[config.mk]
export PLATFORM = sky130hd
export DESIGN_NAME = ervp_dma_axi_write_merger
export DESIGN_NICKNAME = d
export VERILOG_FILES = /design/src/rtl/ervp_dma_axi_write_merger.sv
export SDC_FILE = /design/constraint.sdc
export NUM_CORES = 1
export LEC_CHECK = 0
export CELL_PAD_IN_SITES_DETAIL_PLACEMENT = 1
export CELL_PAD_IN_SITES_GLOBAL_PLACEMENT = 1
export CORE_AREA = 2 2 183 185
export DETAILED_ROUTE_END_ITERATION = 8
export DIE_AREA = 0 0 185 187
export HOLD_SLACK_MARGIN = 0.12
export PLACE_DENSITY_LB_ADDON = 0.1
export SLEW_MARGIN = 10
export SYNTH_ARGS = -nofsm -noshare
export SYNTH_HDL_FRONTEND = slang
export SYNTH_SLANG_ARGS = --single-unit
[constraint.sdc]
create_clock -name clk -period 2.7 [get_ports clk]
set_input_delay 0.81 -clock clk [delete_from_list [all_inputs] [get_ports clk]]
set_output_delay 0.81 -clock clk [all_outputs]
set_load 0.03 [all_outputs]
[src/rtl/ervp_dma_axi_write_merger.sv]
// rtl/ervp_dma_axi_write_merger.sv - merges NUM_CH DMA AXI write masters onto one AXI write port
// Round-robin AW issue; an order FIFO of issued channel indices steers W beats, B routes by ID.
module ervp_dma_axi_write_merger #(
  parameter int NUM_CH      = 4,
  parameter int BW_ADDR     = 32,
  parameter int BW_AXI_DATA = 32,
  parameter int BW_AXI_TID  = 4,
  parameter int ORDER_DEPTH = 4
) (
  input  logic                              clk,
  input  logic                              rstnn,
  input  logic [NUM_CH*BW_ADDR-1:0]         s_awaddr,
  input  logic [NUM_CH*8-1:0]               s_awlen,
  input  logic [NUM_CH*3-1:0]               s_awsize,
  input  logic [NUM_CH*2-1:0]               s_awburst,
  input  logic [NUM_CH-1:0]                 s_awvalid,
  output logic [NUM_CH-1:0]                 s_awready,
  input  logic [NUM_CH*BW_AXI_DATA-1:0]     s_wdata,
  input  logic [NUM_CH*(BW_AXI_DATA/8)-1:0] s_wstrb,
  input  logic [NUM_CH-1:0]                 s_wlast,
  input  logic [NUM_CH-1:0]                 s_wvalid,
  output logic [NUM_CH-1:0]                 s_wready,
  output logic [NUM_CH*2-1:0]               s_bresp,
  output logic [NUM_CH-1:0]                 s_bvalid,
  input  logic [NUM_CH-1:0]                 s_bready,
  output logic [BW_AXI_TID-1:0]             m_awid,
  output logic [BW_ADDR-1:0]                m_awaddr,
  output logic [7:0]                        m_awlen,
  output logic [2:0]                        m_awsize,
  output logic [1:0]                        m_awburst,
  output logic                              m_awvalid,
  input  logic                              m_awready,
  output logic [BW_AXI_TID-1:0]             m_wid,
  output logic [BW_AXI_DATA-1:0]            m_wdata,
  output logic [BW_AXI_DATA/8-1:0]          m_wstrb,
  output logic                              m_wlast,
  output logic                              m_wvalid,
  input  logic                              m_wready,
  input  logic [BW_AXI_TID-1:0]             m_bid,
  input  logic [1:0]                        m_bresp,
  input  logic                              m_bvalid,
  output logic                              m_bready,
  output logic                              busy,
  output logic                              bid_err
);

  localparam int BW_STRB = BW_AXI_DATA / 8;
  localparam int CH_W    = $clog2(NUM_CH);
  localparam int PTR_W   = $clog2(ORDER_DEPTH);

  typedef enum logic {ST_IDLE, ST_ISSUE} aw_state_e;

  aw_state_e           state_q, state_d;
  logic [CH_W-1:0]     last_grant_q;
  logic [CH_W-1:0]     aw_id_q;
  logic [BW_ADDR-1:0]  aw_addr_q;
  logic [7:0]          aw_len_q;
  logic [2:0]          aw_size_q;
  logic [1:0]          aw_burst_q;

  logic [CH_W-1:0]     fifo_q [ORDER_DEPTH];
  logic [PTR_W-1:0]    wr_ptr_q, rd_ptr_q;
  logic [PTR_W:0]      count_q;
  logic                fifo_full, fifo_empty, push, pop;
  logic [CH_W-1:0]     head;

  logic [BW_ADDR-1:0]     aw_addr_a  [NUM_CH];
  logic [7:0]             aw_len_a   [NUM_CH];
  logic [2:0]             aw_size_a  [NUM_CH];
  logic [1:0]             aw_burst_a [NUM_CH];
  logic [BW_AXI_DATA-1:0] w_data_a   [NUM_CH];
  logic [BW_STRB-1:0]     w_strb_a   [NUM_CH];

  logic                win_found, grant;
  logic [CH_W-1:0]     win_idx, cand_idx;
  int                  cand;
  logic                bid_ok;
  logic [CH_W-1:0]     bch;

  for (genvar g = 0; g < NUM_CH; g++) begin : g_unpack
    assign aw_addr_a[g]  = s_awaddr[g*BW_ADDR +: BW_ADDR];
    assign aw_len_a[g]   = s_awlen[g*8 +: 8];
    assign aw_size_a[g]  = s_awsize[g*3 +: 3];
    assign aw_burst_a[g] = s_awburst[g*2 +: 2];
    assign w_data_a[g]   = s_wdata[g*BW_AXI_DATA +: BW_AXI_DATA];
    assign w_strb_a[g]   = s_wstrb[g*BW_STRB +: BW_STRB];
  end

  // Search starts one past the last winner so every requester is reached within NUM_CH grants.
  always_comb begin
    win_found = 1'b0;
    win_idx   = '0;
    cand      = 0;
    cand_idx  = '0;
    for (int i = 1; i <= NUM_CH; i++) begin
      cand     = (int'(last_grant_q) + i) % NUM_CH;
      cand_idx = CH_W'(cand);
      if (!win_found && s_awvalid[cand_idx]) begin
        win_found = 1'b1;
        win_idx   = cand_idx;
      end
    end
  end

  always_comb begin
    state_d   = state_q;
    grant     = 1'b0;
    s_awready = '0;
    case (state_q)
      ST_IDLE: begin
        if (win_found && !fifo_full) begin
          grant              = 1'b1;
          s_awready[win_idx] = 1'b1;
          state_d            = ST_ISSUE;
        end
      end
      ST_ISSUE: begin
        if (m_awready) state_d = ST_IDLE;
      end
      default: state_d = ST_IDLE;
    endcase
  end

  assign m_awvalid = (state_q == ST_ISSUE);
  assign m_awid    = BW_AXI_TID'(aw_id_q);
  assign m_awaddr  = aw_addr_q;
  assign m_awlen   = aw_len_q;
  assign m_awsize  = aw_size_q;
  assign m_awburst = aw_burst_q;

  assign fifo_empty = (count_q == '0);
  assign fifo_full  = (count_q == (PTR_W+1)'(ORDER_DEPTH));
  assign head       = fifo_q[rd_ptr_q];
  assign push       = m_awvalid && m_awready;
  assign pop        = m_wvalid && m_wready && m_wlast;
  assign busy       = (state_q == ST_ISSUE) || !fifo_empty;

  always_ff @(posedge clk or negedge rstnn) begin
    if (!rstnn) begin
      state_q      <= ST_IDLE;
      last_grant_q <= CH_W'(NUM_CH - 1);
      aw_id_q      <= '0;
      aw_addr_q    <= '0;
      aw_len_q     <= '0;
      aw_size_q    <= '0;
      aw_burst_q   <= '0;
      wr_ptr_q     <= '0;
      rd_ptr_q     <= '0;
      count_q      <= '0;
    end else begin
      state_q <= state_d;
      if (grant) begin
        last_grant_q <= win_idx;
        aw_id_q      <= win_idx;
        aw_addr_q    <= aw_addr_a[win_idx];
        aw_len_q     <= aw_len_a[win_idx];
        aw_size_q    <= aw_size_a[win_idx];
        aw_burst_q   <= aw_burst_a[win_idx];
      end
      if (push) wr_ptr_q <= wr_ptr_q + 1'b1;
      if (pop)  rd_ptr_q <= rd_ptr_q + 1'b1;
      case ({push, pop})
        2'b10:   count_q <= count_q + 1'b1;
        2'b01:   count_q <= count_q - 1'b1;
        default: count_q <= count_q;
      endcase
    end
  end

  // Entry storage needs no reset: the pointers and count define validity.
  always_ff @(posedge clk) begin
    if (push) fifo_q[wr_ptr_q] <= aw_id_q;
  end

  // W is steered purely by the FIFO head, so beats of a channel whose AW has not left stay blocked.
  always_comb begin
    s_wready = '0;
    if (!fifo_empty) s_wready[head] = m_wready;
  end

  assign m_wid    = BW_AXI_TID'(head);
  assign m_wdata  = w_data_a[head];
  assign m_wstrb  = w_strb_a[head];
  assign m_wlast  = s_wlast[head];
  assign m_wvalid = s_wvalid[head] && !fifo_empty;

  always_comb begin
    bid_ok   = (32'(m_bid) < 32'(NUM_CH));
    bch      = CH_W'(m_bid);
    s_bvalid = '0;
    s_bresp  = {NUM_CH{m_bresp}};
    m_bready = 1'b1;
    bid_err  = 1'b0;
    if (bid_ok) begin
      s_bvalid[bch] = m_bvalid;
      m_bready      = s_bready[bch];
    end else begin
      bid_err = m_bvalid;
    end
  end

endmodule

==> impl_metrics.env, run 1 <==
export IMPL_run_status="finished, violations left"
export IMPL_failed_checks="negative setup slack"
export IMPL_synth_cell_area_mm2=0.00571
export IMPL_p_int_mw=6.86
export IMPL_comb_power_share_pct=76.7
export IMPL_place_detailed_hpwl_um=26700
export IMPL_via_count=7123
export IMPL_firstDrtPassIters=4
export IMPL_net_switching_power_mw=5.94
export IMPL_timing_critical_path_to_type="primary output"
export IMPL_finalCritPeriodShare_pct=116
export IMPL_drc_errors=0
export IMPL_synth_enable_flop_cells=8
export IMPL_synth_most_common_cell="sky130_fd_sc_hd__a211oi_1"
export IMPL_cts_buffers=9
export IMPL_critical_path_peak_fanout=8
export IMPL_seq_area_frac_synth_pct=29.2
export IMPL_fin_worst_skew_ns=0.00938
export IMPL_first_global_vias=7510
export IMPL_ctsHtreeMaxLevel=3
export IMPL_drt_first_iter_violations=213
export IMPL_place_port_buffers=451
export IMPL_clk_insertion_delay_late_ns=0.34
export IMPL_cap_violations=0
export IMPL_fmaxAchievable_mhz=319
export IMPL_postCtsHoldBufs=0
export IMPL_rsz0062_at_grt="true"
export IMPL_clock_power_share_pct=9.3
export IMPL_arrival_time_of_data_at_the_critical_path_endpoint_ns=2.32
export IMPL_final_hold_violation_count=0
export IMPL_yosysWarnings=0
export IMPL_drive_above_1_share_pct=22.8
export IMPL_finalPower_mw=12.8
export IMPL_floorplan_initialDensity_pct=17.4
export IMPL_floorplan_rows=67
export IMPL_clockRootBuffer="sky130_fd_sc_hd__clkbuf_16"
export IMPL_ff2ff_setup_slack_ns=-0.17
export IMPL_finalWirelength_um=33600
export IMPL_worst_slew_pin_slew_ns=0.541
export IMPL_fp_dieArea_mm2=0.0346
export IMPL_area_growth_pct=111
export IMPL_ys_async_sr_fraction_pct=87.7
export IMPL_power_switching_share_pct=46.4
export IMPL_postSynthAreaPerCell_um2=8.96
export IMPL_report_final_slew_viol_count=0
export IMPL_overall_routing_resource_usage_pct=19.1
export IMPL_power_density_cell_area_mw_per_mm2=1060
export IMPL_floorplan_core_area_mm2=0.0329
export IMPL_cp_required_ns=1.89
export IMPL_global_route_overflow_total=0
export IMPL_antenna_left=0
export IMPL_worst_slew_slack_as_a_fraction_of_its_limit_pct=63.9
export IMPL_vdd_ir_drop_worst_v=0.000327
export IMPL_timing_hold_worst_class="in2async"
export IMPL_vias_per_cell=4.51
export IMPL_yosysTopAreaCellShare_pct=24.1
export IMPL_timing_final_setup_violations=43
export IMPL_synth_top_area_cell="sky130_fd_sc_hd__dfrtp_1"
export IMPL_fin_area_mm2=0.0121
export IMPL_fin_crit_ns=3.13
export IMPL_die_x_um=185
export IMPL_cts_tree="yes"
export IMPL_placed_cell_area_mm2=0.0113
export IMPL_routabilityCongestion=0.868
export IMPL_criticalPathCategory="reg2out"
export IMPL_post_synthesis_instance_total=637
export IMPL_ys_seq_elements=65
export IMPL_num_nets_final=1481
export IMPL_dominantRegCellSynth="sky130_fd_sc_hd__dfrtp_1"
export IMPL_synth_area_top_cells="sky130_fd_sc_hd__dfrtp_1 (24%), sky130_fd_sc_hd__a211oi_1 (24%), sky130_fd_sc_hd__mux4_2 (15%)"
export IMPL_yosys_cell_types_count=43
export IMPL_seqPwrFrac_pct=14.1
export IMPL_first_pass_grt_wire_length_um=49300
export IMPL_chipHeight_um=187
export IMPL_final_util_pct=36.7
export IMPL_clk_transition_reported_paths_ns=0.06
export IMPL_io_pins=466
export IMPL_hold_worst_slack_ns=0.367
export IMPL_dp_worst_setup_slack_ns=-0.677
export IMPL_synth_commonest_cells="sky130_fd_sc_hd__a211oi_1 (180), sky130_fd_sc_hd__inv_1 (99), sky130_fd_sc_hd__dfrtp_1 (55)"
export IMPL_numClockSinks=65
export IMPL_startpoint_type="flop"
export IMPL_postLayoutSetupSlackWorst_ns=-0.432
export IMPL_clk_path_buf_depth=2
export IMPL_post_drt_wl_per_cell_um=21.3
export IMPL_static_leakage_power_nw=4.90
export IMPL_grt_antenna_before_repair=3
export IMPL_grt_max_degree=61
## cell families after synthesis
group / share of synthesized area, %
simple gates: 6.77
compound gates: 31.4
fa+ha+maj: 1.45
other cells: 0.0657
flops: 29.2
xor+xnor: 0.921
mux: 17.0
buf+inv: 13.1
## area by class of cell
cell class                      count  area [µm²]
Tap cell                          448         561
Clock inverter                      4        43.8
Multi-Input combinational cell    394        3570
Timing Repair Buffer              554        5590
Fill cell                        3770       20800
Sequential cell                    65        1670
Clock buffer                       12         236
Antenna cell                        1        2.50
Inverter                          100         377
## critical path, stage by stage, from the launching register on
cell and delay, ns:
sky130_fd_sc_hd__dfrtp_1 0.36, sky130_fd_sc_hd__mux4_2 0.62, sky130_fd_sc_hd__buf_8 0.20, sky130_fd_sc_hd__buf_12 0.15, sky130_fd_sc_hd__mux4_2 0.48, sky130_fd_sc_hd__buf_6 0.17
## timing repair
action | CTS | global route
pin swaps | 9 | 11
buffers inserted | 23 | 5
cloned | 1 | 0
resized for setup | 188 | 24
setup endpoints to repair | 57 | 50
## path summary, 6_finish.rpt
| check | from | cells past startpoint | endpoint |
|---|---|---|---|
| worst min-delay path | rstnn | 1 | m_awaddr[29] |
| max in group asynchronous | rstnn | 2 | last_grant_q[0] |
| worst max register to register | rd_ptr_q[0] | 11 | count_q[2] |
| min in group clk | m_awlen[3] | 2 | m_awlen[3] |
| worst max-delay path | rd_ptr_q[0] | 5 | m_wdata[14] |
| worst min register to register | m_awlen[3] | 2 | m_awlen[3] |
## layer usage
layer | GRT usage, % | wire length (µm) | part of all wire [%]
met2 | 31.9 | 15800 | 47
met4 | 3.54 | 415 | 1.2
met1 | 23.8 | 14400 | 43
met3 | 6.81 | 2980 | 8.9
met5 | 0 | 8 | 0.024
## sequential cells by signal, summed over array words and instances, names as in the netlist
signal,cells
m_awaddr,32
fifo_q,8
m_awlen,8
count_q,3
m_awsize,3
aw_id_q,2
last_grant_q,2
m_awburst,2
rd_ptr_q,2
wr_ptr_q,2
m_awvalid,1
## metrics by stage
stage,TNS [ns],cells
4_1_cts,-15.50,1573
6_report,-13.32,1578
5_1_grt,-17.84,1578
2_1_floorplan,-0.0249,640
3_3_place_gp,-24.70,1533
3_5_place_dp,-26.82,1533
## cell usage in the layout, fill, tap and decap left out, types with 4 or more instances in the layout
cell type	count
sky130_fd_sc_hd__and3_1	6
sky130_fd_sc_hd__buf_4	79
sky130_fd_sc_hd__a211oi_1	180
sky130_fd_sc_hd__buf_2	4
sky130_fd_sc_hd__edfxtp_1	8
sky130_fd_sc_hd__conb_1	4
sky130_fd_sc_hd__dlygate4sd2_1	8
sky130_fd_sc_hd__inv_1	97
sky130_fd_sc_hd__nor2_1	4
sky130_fd_sc_hd__clkdlybuf4s50_1	383
sky130_fd_sc_hd__mux2i_1	4
sky130_fd_sc_hd__nor2_4	6
sky130_fd_sc_hd__buf_12	17
sky130_fd_sc_hd__mux4_2	38
sky130_fd_sc_hd__dfrtp_1	54
sky130_fd_sc_hd__ha_1	4
sky130_fd_sc_hd__nand2_1	53
sky130_fd_sc_hd__buf_6	58
sky130_fd_sc_hd__o31ai_1	45
sky130_fd_sc_hd__clkbuf_16	9
## power groups by stage
stage | Sequential (mW) | Clock, mW | Combinational, mW
final | 1.80 | 1.19 | 9.81
after global routing | 1.87 | 1.28 | 10.5
after CTS | 1.80 | 1.25 | 9.86
after detailed placement | 1.81 | 0 | 9.03
after global placement | 1.80 | 0 | 8.99
after floorplan | 2.47 | 0 | 4.40
No activity file was read; power rests on OpenSTA's default activity.
==> run 2, diff against run 1 <==
Settings changed: SLEW_MARGIN 10 to unset.
==> results of run 2 <==
Final layout, timing and power as in run 1 (identical DEF).
==> run 3, diff against run 2 <==
Settings changed: HOLD_SLACK_MARGIN 0.12 to unset.
==> results of run 3 <==
Final layout, timing and power as in run 1 (identical DEF).
